[src/rtl/wb_slave_regfile_if.sv]
// Wishbone classic bus bundle between a master and the register-file responder.
`timescale 1ns/1ps
interface wb_slave_regfile_if #(
    parameter int ADDR_W = 4,
    parameter int DATA_W = 8
);
    logic [ADDR_W-1:0] adr_i;
    logic [DATA_W-1:0] dat_i;
    logic              we_i;
    logic              cyc_i;
    logic              stb_i;
    logic [DATA_W-1:0] dat_o;
    logic              ack_o;
    logic              err_o;

    modport master (
        output adr_i, dat_i, we_i, cyc_i, stb_i,
        input  dat_o, ack_o, err_o
    );

    modport slave (
        input  adr_i, dat_i, we_i, cyc_i, stb_i,
        output dat_o, ack_o, err_o
    );
endinterface

[src/rtl/wb_slave_regfile.sv]
// Wishbone classic responder: 2^ADDR_W x DATA_W register file with optional
// wait states, abort on strobe drop, and a read-only ID word at the top address.
`timescale 1ns/1ps
module wb_slave_regfile #(
    parameter int                 ADDR_W      = 4,
    parameter int                 DATA_W      = 8,
    parameter int                 WAIT_STATES = 0,
    parameter logic [DATA_W-1:0]  ID_VALUE    = 8'hA5
) (
    input  logic               clk,
    input  logic               rst,
    wb_slave_regfile_if.slave  bus
);
    localparam int              DEPTH     = 1 << ADDR_W;
    localparam logic [ADDR_W-1:0] ID_ADDR = {ADDR_W{1'b1}};
    localparam logic [3:0]      WAIT_LOAD = (WAIT_STATES > 0) ? 4'(WAIT_STATES - 1) : 4'd0;

    typedef enum logic [1:0] {
        ST_IDLE = 2'd0,
        ST_WAIT = 2'd1,
        ST_RESP = 2'd2
    } state_t;

    state_t             state_r;
    logic [3:0]         cnt_r;
    logic [ADDR_W-1:0]  adr_r;
    logic [DATA_W-1:0]  wdat_r;
    logic               we_r;
    logic [DATA_W-1:0]  dat_r;
    logic               ack_r;
    logic               err_r;
    logic [DATA_W-1:0]  mem [DEPTH];

    logic               req_s;
    logic               do_access_s;
    logic [ADDR_W-1:0]  acc_adr_s;
    logic [DATA_W-1:0]  acc_dat_s;
    logic               acc_we_s;

    assign req_s     = bus.cyc_i & bus.stb_i;
    assign bus.dat_o = dat_r;
    assign bus.ack_o = ack_r;
    assign bus.err_o = err_r;

    // Decide whether the access happens on this edge, and with which operands
    // (live bus values for zero-wait IDLE, captured values otherwise).
    always_comb begin
        do_access_s = 1'b0;
        acc_adr_s   = adr_r;
        acc_dat_s   = wdat_r;
        acc_we_s    = we_r;
        case (state_r)
            ST_IDLE: begin
                if (req_s && (WAIT_STATES == 0)) begin
                    do_access_s = 1'b1;
                    acc_adr_s   = bus.adr_i;
                    acc_dat_s   = bus.dat_i;
                    acc_we_s    = bus.we_i;
                end else begin
                    do_access_s = 1'b0;
                end
            end
            ST_WAIT: begin
                if (req_s && (cnt_r == 4'd0)) begin
                    do_access_s = 1'b1;
                end else begin
                    do_access_s = 1'b0;
                end
            end
            default: begin
                do_access_s = 1'b0;
            end
        endcase
    end

    // Bus FSM: request capture, wait countdown/abort, single-cycle response.
    always_ff @(posedge clk or posedge rst) begin
        if (rst) begin
            state_r <= ST_IDLE;
            cnt_r   <= 4'd0;
            adr_r   <= {ADDR_W{1'b0}};
            wdat_r  <= {DATA_W{1'b0}};
            we_r    <= 1'b0;
            dat_r   <= {DATA_W{1'b0}};
            ack_r   <= 1'b0;
            err_r   <= 1'b0;
        end else begin
            case (state_r)
                ST_IDLE: begin
                    ack_r <= 1'b0;
                    err_r <= 1'b0;
                    if (req_s) begin
                        adr_r  <= bus.adr_i;
                        wdat_r <= bus.dat_i;
                        we_r   <= bus.we_i;
                        if (!do_access_s) begin
                            cnt_r   <= WAIT_LOAD;
                            state_r <= ST_WAIT;
                        end
                    end
                end
                ST_WAIT: begin
                    if (!req_s) begin
                        // Master dropped the cycle: abandon without side effects.
                        state_r <= ST_IDLE;
                    end else if (cnt_r != 4'd0) begin
                        cnt_r <= cnt_r - 4'd1;
                    end
                end
                ST_RESP: begin
                    // Requests are deliberately not sampled here so a master
                    // still holding stb after ack cannot cause a repeat access.
                    ack_r   <= 1'b0;
                    err_r   <= 1'b0;
                    state_r <= ST_IDLE;
                end
                default: begin
                    ack_r   <= 1'b0;
                    err_r   <= 1'b0;
                    state_r <= ST_IDLE;
                end
            endcase

            if (do_access_s) begin
                state_r <= ST_RESP;
                if (acc_we_s) begin
                    if (acc_adr_s == ID_ADDR) begin
                        err_r <= 1'b1;
                        ack_r <= 1'b0;
                    end else begin
                        ack_r <= 1'b1;
                        err_r <= 1'b0;
                    end
                end else begin
                    dat_r <= (acc_adr_s == ID_ADDR) ? ID_VALUE : mem[acc_adr_s];
                    ack_r <= 1'b1;
                    err_r <= 1'b0;
                end
            end
        end
    end

    // Register-file storage; the ID address is never written.
    always_ff @(posedge clk or posedge rst) begin
        if (rst) begin
            for (int i = 0; i < DEPTH; i++) begin
                mem[i] <= {DATA_W{1'b0}};
            end
        end else if (do_access_s && acc_we_s && (acc_adr_s != ID_ADDR)) begin
            mem[acc_adr_s] <= acc_dat_s;
        end
    end
endmodule
[src/flat_wrapper.sv]
// flat-port wrapper written by rule: the top's interface ports become plain ports
module wb_slave_regfile_flat 
#(
    parameter int                 ADDR_W      = 4,
    parameter int                 DATA_W      = 8,
    parameter int                 WAIT_STATES = 0,
    parameter logic [DATA_W-1:0]  ID_VALUE    = 8'hA5
)
  (clk, rst, bus_adr_i, bus_dat_i, bus_we_i, bus_cyc_i, bus_stb_i, bus_dat_o, bus_ack_o, bus_err_o);
  wb_slave_regfile_if #(.ADDR_W(ADDR_W), .DATA_W(DATA_W)) bus_i ();
  input  logic clk;
  input  logic rst;
  input wire logic [$bits(bus_i.adr_i)-1:0] bus_adr_i;
  input wire logic [$bits(bus_i.dat_i)-1:0] bus_dat_i;
  input wire logic [$bits(bus_i.we_i)-1:0] bus_we_i;
  input wire logic [$bits(bus_i.cyc_i)-1:0] bus_cyc_i;
  input wire logic [$bits(bus_i.stb_i)-1:0] bus_stb_i;
  output wire logic [$bits(bus_i.dat_o)-1:0] bus_dat_o;
  output wire logic [$bits(bus_i.ack_o)-1:0] bus_ack_o;
  output wire logic [$bits(bus_i.err_o)-1:0] bus_err_o;
  assign bus_i.adr_i = bus_adr_i;
  assign bus_i.dat_i = bus_dat_i;
  assign bus_i.we_i = bus_we_i;
  assign bus_i.cyc_i = bus_cyc_i;
  assign bus_i.stb_i = bus_stb_i;
  assign bus_dat_o = bus_i.dat_o;
  assign bus_ack_o = bus_i.ack_o;
  assign bus_err_o = bus_i.err_o;
  wb_slave_regfile #(.ADDR_W(ADDR_W), .DATA_W(DATA_W), .WAIT_STATES(WAIT_STATES), .ID_VALUE(ID_VALUE)) u_core (.clk(clk), .rst(rst), .bus(bus_i));
endmodule
[config.mk]
export PLATFORM = sky130hd
export DESIGN_NAME = wb_slave_regfile_flat
export DESIGN_NICKNAME = d
export VERILOG_FILES = /design/src/rtl/wb_slave_regfile_if.sv /design/src/rtl/wb_slave_regfile.sv /design/src/flat_wrapper.sv
export SDC_FILE = /design/constraint.sdc
export NUM_CORES = 1
export LEC_CHECK = 0
export BUFFER_PORTS_ARGS = -buffer_cell sky130_fd_sc_hd__buf_2
export CORE_ASPECT_RATIO = 2
export CORE_MARGIN = 4
export CORE_UTILIZATION = 66
export CTS_CLUSTER_SIZE = 28
export DETAILED_ROUTE_END_ITERATION = 7
export GPL_ROUTABILITY_DRIVEN = 0
export PLACE_DENSITY = 0.84
export SLEW_MARGIN = 20
export SYNTH_ARGS = -nofsm -noshare
export SYNTH_HDL_FRONTEND = slang
export SYNTH_SLANG_ARGS = --single-unit
[constraint.sdc]
create_clock -name clk -period 6.7 [get_ports clk]
set_input_delay 0.67 -clock clk [delete_from_list [all_inputs] [get_ports clk]]
set_output_delay 0.67 -clock clk [all_outputs]
set_load 0.01 [all_outputs]
* Yosys cells after proc, flatten, opt, wreduce, memory -nomap -nowiden
Index checks and enable logic that the tools add are counted.
** Operators by class
- $add $sub $neg :: 1
- $lt $le $gt $ge :: 2
- Equal/unequal tests :: 10
- Muxes and demuxes :: 32
- Bitwise gates (word level) :: 3
- Reduce and logical (&&, ||, !) cells :: 11
** Operators by type and width (count)
- bitwise mux 128 bit :: 1
- two-way mux 8 bit :: 6
- binary-select mux 8 bit (select 4 bit) :: 1
- demux 8 bit (select 4 bit) :: 1
- two-way mux 4 bit :: 6
- two-way mux 1 bit :: 11
- != test 2 x 1 -> 1 bit (second input constant) :: 4
- one-hot mux 4 bit (2 select lines) :: 1
- two-way mux 2 bit :: 3
- >= comparator 5 bit (second input constant) :: 1
- less-than comparator 5 x 1 -> 1 bit (second input constant) :: 1
- inverter 4 -> 5 bit :: 1
- AND reduction 5 bit :: 1
- equality test 4 bit (second input constant) :: 1
- logical AND 1 bit :: 4
- logical NOT 4 bit :: 1
- != test 4 bit (second input constant) :: 1
- one-hot mux 2 bit (2 select lines) :: 1
- AND reduction 2 bit :: 2
- nonzero test 4 bit :: 1
- subtractor 4 x 1 -> 4 bit (second input constant) :: 1
- != test 3 x 1 -> 1 bit (second input constant) :: 1
- != test 3 bit (second input constant) :: 1
- equality test 2 x 1 -> 1 bit (second input constant) :: 1
- 6 further kinds :: 6
** Word-level totals
- Bits in registers :: 157
- Input port bits :: 17
- Output and inout port bits :: 10

* Logic depth before layout (Yosys ltp)
- Depth after elaboration :: 9
- Gate-level depth with buffers :: 11

* Worst setup path before layout
No wires, ideal clock.
- Path kind :: in2reg
- Start :: input bus_cyc_i
- End :: register u_core.dat_r[0], in the netlist u_core.bus.dat_o[0]
- Library setup time :: 139 ps
- Arrival :: 2270 ps
- Data required time :: 6561 ps
- Path slack :: 4291 ps
- Stages :: 9
- Buffers on the path :: 2
- Cell sequence :: and4bb_4 mux2i_4 inv_6 buf_6 buf_6 nand2_1 a21oi_1 a2111oi_0 a21oi_1
** Between the ends
- Cells in the longest elaborated chain, start to end :: 8
- Elaborated cells between the ends (all ways) :: 17
- Those cells by class :: eq/ne (1); mux (11); bitwise (3); reduce/logical (2)
** RTL lines
- start: declaration :: RTL line flat_wrapper.sv:16 : input wire logic [$bits(bus_i.cyc_i)-1:0] bus_cyc_i;
- AND 1 bit * :: RTL line wb_slave_regfile.sv:40 : assign req_s = bus.cyc_i & bus.stb_i;
- two-way mux 4 bit (2 in a row)
- inverter 4 -> 5 bit (not written as such) :: RTL line wb_slave_regfile.sv:135 : dat_r <= (acc_adr_s == ID_ADDR) ? ID_VALUE : mem[acc_adr_s];
- binary-select mux 8 bit (select 4 bit) :: RTL line wb_slave_regfile.sv:135
- two-way mux 8 bit (not written as such) (2 in a row) :: RTL line wb_slave_regfile.sv:135
- two-way mux 8 bit :: RTL line wb_slave_regfile.sv:135
- end signal: assignment :: RTL line wb_slave_regfile.sv:84 : dat_r <= {DATA_W{1'b0}};
- end signal: assignment :: RTL line wb_slave_regfile.sv:135
- end: declaration :: RTL line wb_slave_regfile.sv:29 : logic [DATA_W-1:0] dat_r;
Mark *: on every way between the ends. The rest lies on a longest branch, timed or not. The select of a mux whose other input is x is not followed.
A chain may end at the register's enable or synchronous reset.

* Worst setup path after layout
- Start :: register u_core.state_r[0]
- End :: register u_core.dat_r[2], in the netlist u_core.bus.dat_o[2]
** Between the ends
- Cells in the longest elaborated chain, start to end :: 7
- Elaborated cells between the ends (all ways) :: 13
- Those cells by class :: eq/ne (2); mux (7); bitwise (2); reduce/logical (2)
** RTL lines
- start: declaration :: RTL line wb_slave_regfile.sv:24 : state_t state_r;
- start signal: assignment :: RTL line wb_slave_regfile.sv:79 : state_r <= ST_IDLE;
- start signal: assignment :: RTL line wb_slave_regfile.sv:98 : state_r <= ST_WAIT;
- start signal: assignment :: RTL line wb_slave_regfile.sv:105 : state_r <= ST_IDLE;
- logical NOT 2 bit :: RTL line wb_slave_regfile.sv:52 : case (state_r)
- two-way mux 4 bit
- inverter 4 -> 5 bit (not written as such) :: RTL line wb_slave_regfile.sv:135
- binary-select mux 8 bit (select 4 bit) :: RTL line wb_slave_regfile.sv:135
- two-way mux 8 bit (not written as such) (2 in a row) :: RTL line wb_slave_regfile.sv:135
- two-way mux 8 bit :: RTL line wb_slave_regfile.sv:135
Parallel ways exist; a longest one is shown, timed or not. The select of a mux whose other input is x is not followed.

==> run_results.csv <==
group,metric,value,unit
status,status,"finished, final reports clean",
sta,final-hold-violation-count,0,
worst_setup_path,crit_path_start_kind,"flop",
cells_and_area,drive_gt1_share,14.03,%
floorplanning,core_area,10210,um2
cells_and_area,fillerInstances,674,
worst_setup_path,crit_chain,"and4bb_4 -> mux2i_4 -> inv_4 -> nand2_1 -> a21oi_1 -> nor4_1 -> a21oi_1",
grt,antenna_found_initial,0,
sta,slew_headroom,21.00,%
sta,worst_slew_pin_slew,1.162,ns
sta,finalSetupViolCount,0,
synthesis,syn_avg_cell_area,9.706,um2
floorplanning,fp-row-count,52,
clock_network,numCtsBuffers,17,
clock_network,clock_latency,0.42,ns
synthesis,ys.flop_type,"dfrtp_1",
cells_and_area,syn_to_final_growth,9.239,%
synthesis,synthAdderAreaFrac,0.3616,%
clock_network,cts_setup_buffers,0,
grt,grtUsageMet1,38.26,%
synthesis,synthXorXnorAreaFrac,0.3797,%
drt,wl_per_cell,21.88,um
grt,grt_pass1_vias,5724,
sta,period_needed,3.621,ns
synthesis,synth_top_family_by_area,"simple AND/OR/NAND/NOR gates",
drt,drc,0,
synthesis,synthMuxAreaShare,7.594,%
clock_network,cts_root_buffer,"clkbuf_16",
synthesis,syn_inst,713,
clock_network,clock_sinks,151,
grt,grt_usage,33.31,%
floorplanning,die_width,80.41,um
clock_network,cts_tree,"yes",
worst_setup_path,max_stage_delay,0.82,ns
worst_setup_path,cpMostUsedCell,"a21oi_1",
placed_design,dpl.hpwl,12590,um
drt,drtAntennaViolNets,0,
placed_design,portBuffers,26,
worst_setup_path,path_max_fanout,29,
worst_setup_path,crit_arrival,3.88,ns
sta,period_share,54.05,%
synthesis,synth_compound_area_share,15.40,%
drt,vias_per_cell,6.509,
pwr,p_per_area,360.0,nW/um2
run,drv_cap,0,
drt,wirelength,19010,um
sta,fmax,0.2761,GHz
pwr,p_leak,3.402,nW
drt,drt_first_pass_iters,5,
synthesis,synth-edff-count,0,
pwr,ir_drop,230.6,uV
drt,drt_iter0_markers,798,
worst_setup_path,required,6.96,ns
synthesis,synth_simple_gate_area_share,16.51,%
grt,grt_overflow,0,
grt,busiest_layer,"met2",
clock_network,hold_buffers,0,
grt,grt_util_met2,53.84,%
grt,met3_usage,6.596,%
cells_and_area,layout.nets,740,
cells_and_area,final_cells,869,
drt,num_vias,5656,
clock_network,h-tree-depth,4,
synthesis,synth_nets,732,
sta,drv_slew,0,
clock_network,clockBufferDepth,2,
worst_setup_path,crit_type,"reg2reg",
floorplanning,die_height,152.8,um
clock_network,clk_pin_slew,0.06,ns
cells_and_area,post-route-util,74.01,%
clock_network,post_cts_resized,0,
synthesis,async_reset_ff_share,100.0,%
worst_setup_path,cp_slowest_cell,"nor4_1",
synthesis,synth.distinct_cells,52,
worst_setup_path,endpoint_kind,"flop",
synthesis,synth.yosys.warnings,0,
synthesis,seq_area_frac_synth,54.60,%
synthesis,ys_ff_latch,151,
grt,grt_max_degree,91,
sta,fin_setup_tns,0,ns
floorplanning,die-area,12290,um2
floorplanning,ioPinCount,27,
grt,grt_pass1_wl,30120,um
floorplanning,start_util,67.75,%
sta,finClkSkew,0.01077,ns
synthesis,synth_area,6920,um2
worst_hold_path,min_path_type,"in2async",
cells_and_area,diodes,0,
sta,rsz0062_at_grt,"no",
placed_design,place_inst,837,
pwr,finalPower,2.722,mW
worst max-delay path, delay by kind of cell, from the launching register on:
family,cells,cell delay (ns)
buffers and inverters,1,0.23
flip-flops,1,0.46
AND/OR/NAND/NOR,3,1.84
AO/OA/AOI/OAI,2,0.27
multiplexers,1,0.65
where the power goes:
| part | total, mW | internal [mW] | leakage [nW] | switching [mW] |
|---|---|---|---|---|
| logic | 0.582 | 0.209 | 1.15 | 0.373 |
| clock network | 0.862 | 0.492 | 0.252 | 0.370 |
| registers | 1.28 | 1.13 | 2.00 | 0.151 |
| total | 2.72 | 1.83 | 3.40 | 0.894 |
kinds of logic (layout without fill, tap and decap cells):
family          count (synthesis)  after routing
simple gates                  262            262
compound gates                186            186
flops                         151            151
buf+inv                        64             85
mux                            45             45
xor+xnor                        3              3
fa+ha+maj                       2              2
area by class of cell:
class | instances | area (um2) | area share [%]
multi-input cells | 498 | 2795 | 36.97
repair buffers | 36 | 205.2 | 2.714
well taps | 135 | 168.9 | 2.234
flip-flops and latches | 151 | 3779 | 49.98
clock buffers | 21 | 460.4 | 6.091
clock inverters | 11 | 75.07 | 0.9930
inverters | 17 | 76.32 | 1.010
cell usage in the layout (no fill, tap or decap), types with 3 or more instances in the layout:
cell type   synthesis  layout
nand2b_1            8       8
o22ai_1             5       5
a21oi_1            42      42
nand2_1           167     167
clkinv_2            0       4
a22oi_1             3       3
nand3_1            15      15
nand3_2             3       3
a31oi_1             3       3
buf_4               4      10
or3_1               6       6
mux2_1              3       3
nor3_1             15      15
a311oi_1            3       3
o21ai_0           101     101
a211oi_1            5       5
nor2_1             31      31
mux2i_1            21      19
inv_1              15      14
o21ai_1             4       4
nor2b_1             5       4
a41o_1              3       3
clkinvlp_4          0       5
mux2_2             17      17
a221oi_1            4       4
a22o_1              3       3
inv_6               1       4
clkbuf_16           0      17
buf_2               6      26
dfrtp_1           151     151
nor4_1              4       4
Yosys cell counts (2+ instances only):
| cell type | count | area (um2) |
|---|---|---|
| a2111oi_0 | 2 | 17.52 |
| a211oi_1 | 5 | 37.54 |
| a21oi_1 | 42 | 210.2 |
| a221oi_1 | 4 | 35.03 |
| a22o_1 | 3 | 26.28 |
| a22oi_1 | 3 | 22.52 |
| a311oi_1 | 3 | 26.28 |
| a31oi_1 | 3 | 18.77 |
| a41o_1 | 3 | 30.03 |
| and4_1 | 2 | 17.52 |
| buf_2 | 6 | 30.03 |
| buf_4 | 4 | 30.03 |
| buf_6 | 10 | 112.6 |
| clkbuf_1 | 26 | 97.59 |
| dfrtp_1 | 151 | 3779 |
| ha_1 | 2 | 25.02 |
| inv_1 | 15 | 56.30 |
| mux2_1 | 3 | 33.78 |
| mux2_2 | 17 | 191.4 |
| mux2i_1 | 21 | 210.2 |
| mux2i_4 | 2 | 45.04 |
| mux4_2 | 2 | 45.04 |
| nand2_1 | 167 | 626.9 |
| nand2b_1 | 8 | 50.05 |
| nand3_1 | 15 | 75.07 |
| nand3_2 | 3 | 30.03 |
| nor2_1 | 31 | 116.4 |
| nor2b_1 | 5 | 31.28 |
| nor3_1 | 15 | 75.07 |
| nor4_1 | 4 | 25.02 |
| o21ai_0 | 101 | 505.5 |
| o21ai_1 | 4 | 20.02 |
| o22ai_1 | 5 | 31.28 |
| o41ai_2 | 2 | 32.53 |
| or3_1 | 6 | 37.54 |
| xnor2_1 | 2 | 17.52 |
final timing paths:
kind | slack, ns | cells past startpoint | to | startpoint
max | 3.08 | 7 | u_core.bus.dat_o[2] | u_core.state_r[0]
min | 0.38 | 2 | u_core.wdat_r[3] | rst
max reg2reg | 3.08 | 7 | u_core.bus.dat_o[2] | u_core.state_r[0]
min reg2reg | 0.38 | 0 | u_core.mem[7] | u_core.mem[7]
max in group asynchronous | 4.97 | 3 | u_core.state_r[1] | rst
min in group clk | 0.38 | 0 | u_core.mem[7] | u_core.mem[7]
per-stage QoR:
step | instance area, um2 | hold WS (ns) | setup WS (ns)
CTS | 7557 | 0.3812 | 3.138
global route | 7560 | 0.3854 | 2.982
global placement | 7022 | 0.3624 | 3.168
detailed placement | 7022 | 0.3683 | 3.064
finish | 7560 | 0.3771 | 3.079
floorplan | 6920 | 0.4253 | 1.965
flip-flops by register name, summed over array words and instances, names as in the netlist:
name / count
u_core.wdat_r: 8
u_core.bus.err_o: 1
u_core.cnt_r: 4
u_core.we_r: 1
u_core.adr_r: 4
u_core.state_r: 2
u_core.bus.dat_o: 8
u_core.bus.ack_o: 1
u_core.mem: 122
layer usage:
layer	routed length, um	part of all wire (%)
met1	6496	34
met2	9593	50
met3	1355	7.1
met4	1565	8.2
met5	0	0
(Power assumes the default switching activity.)
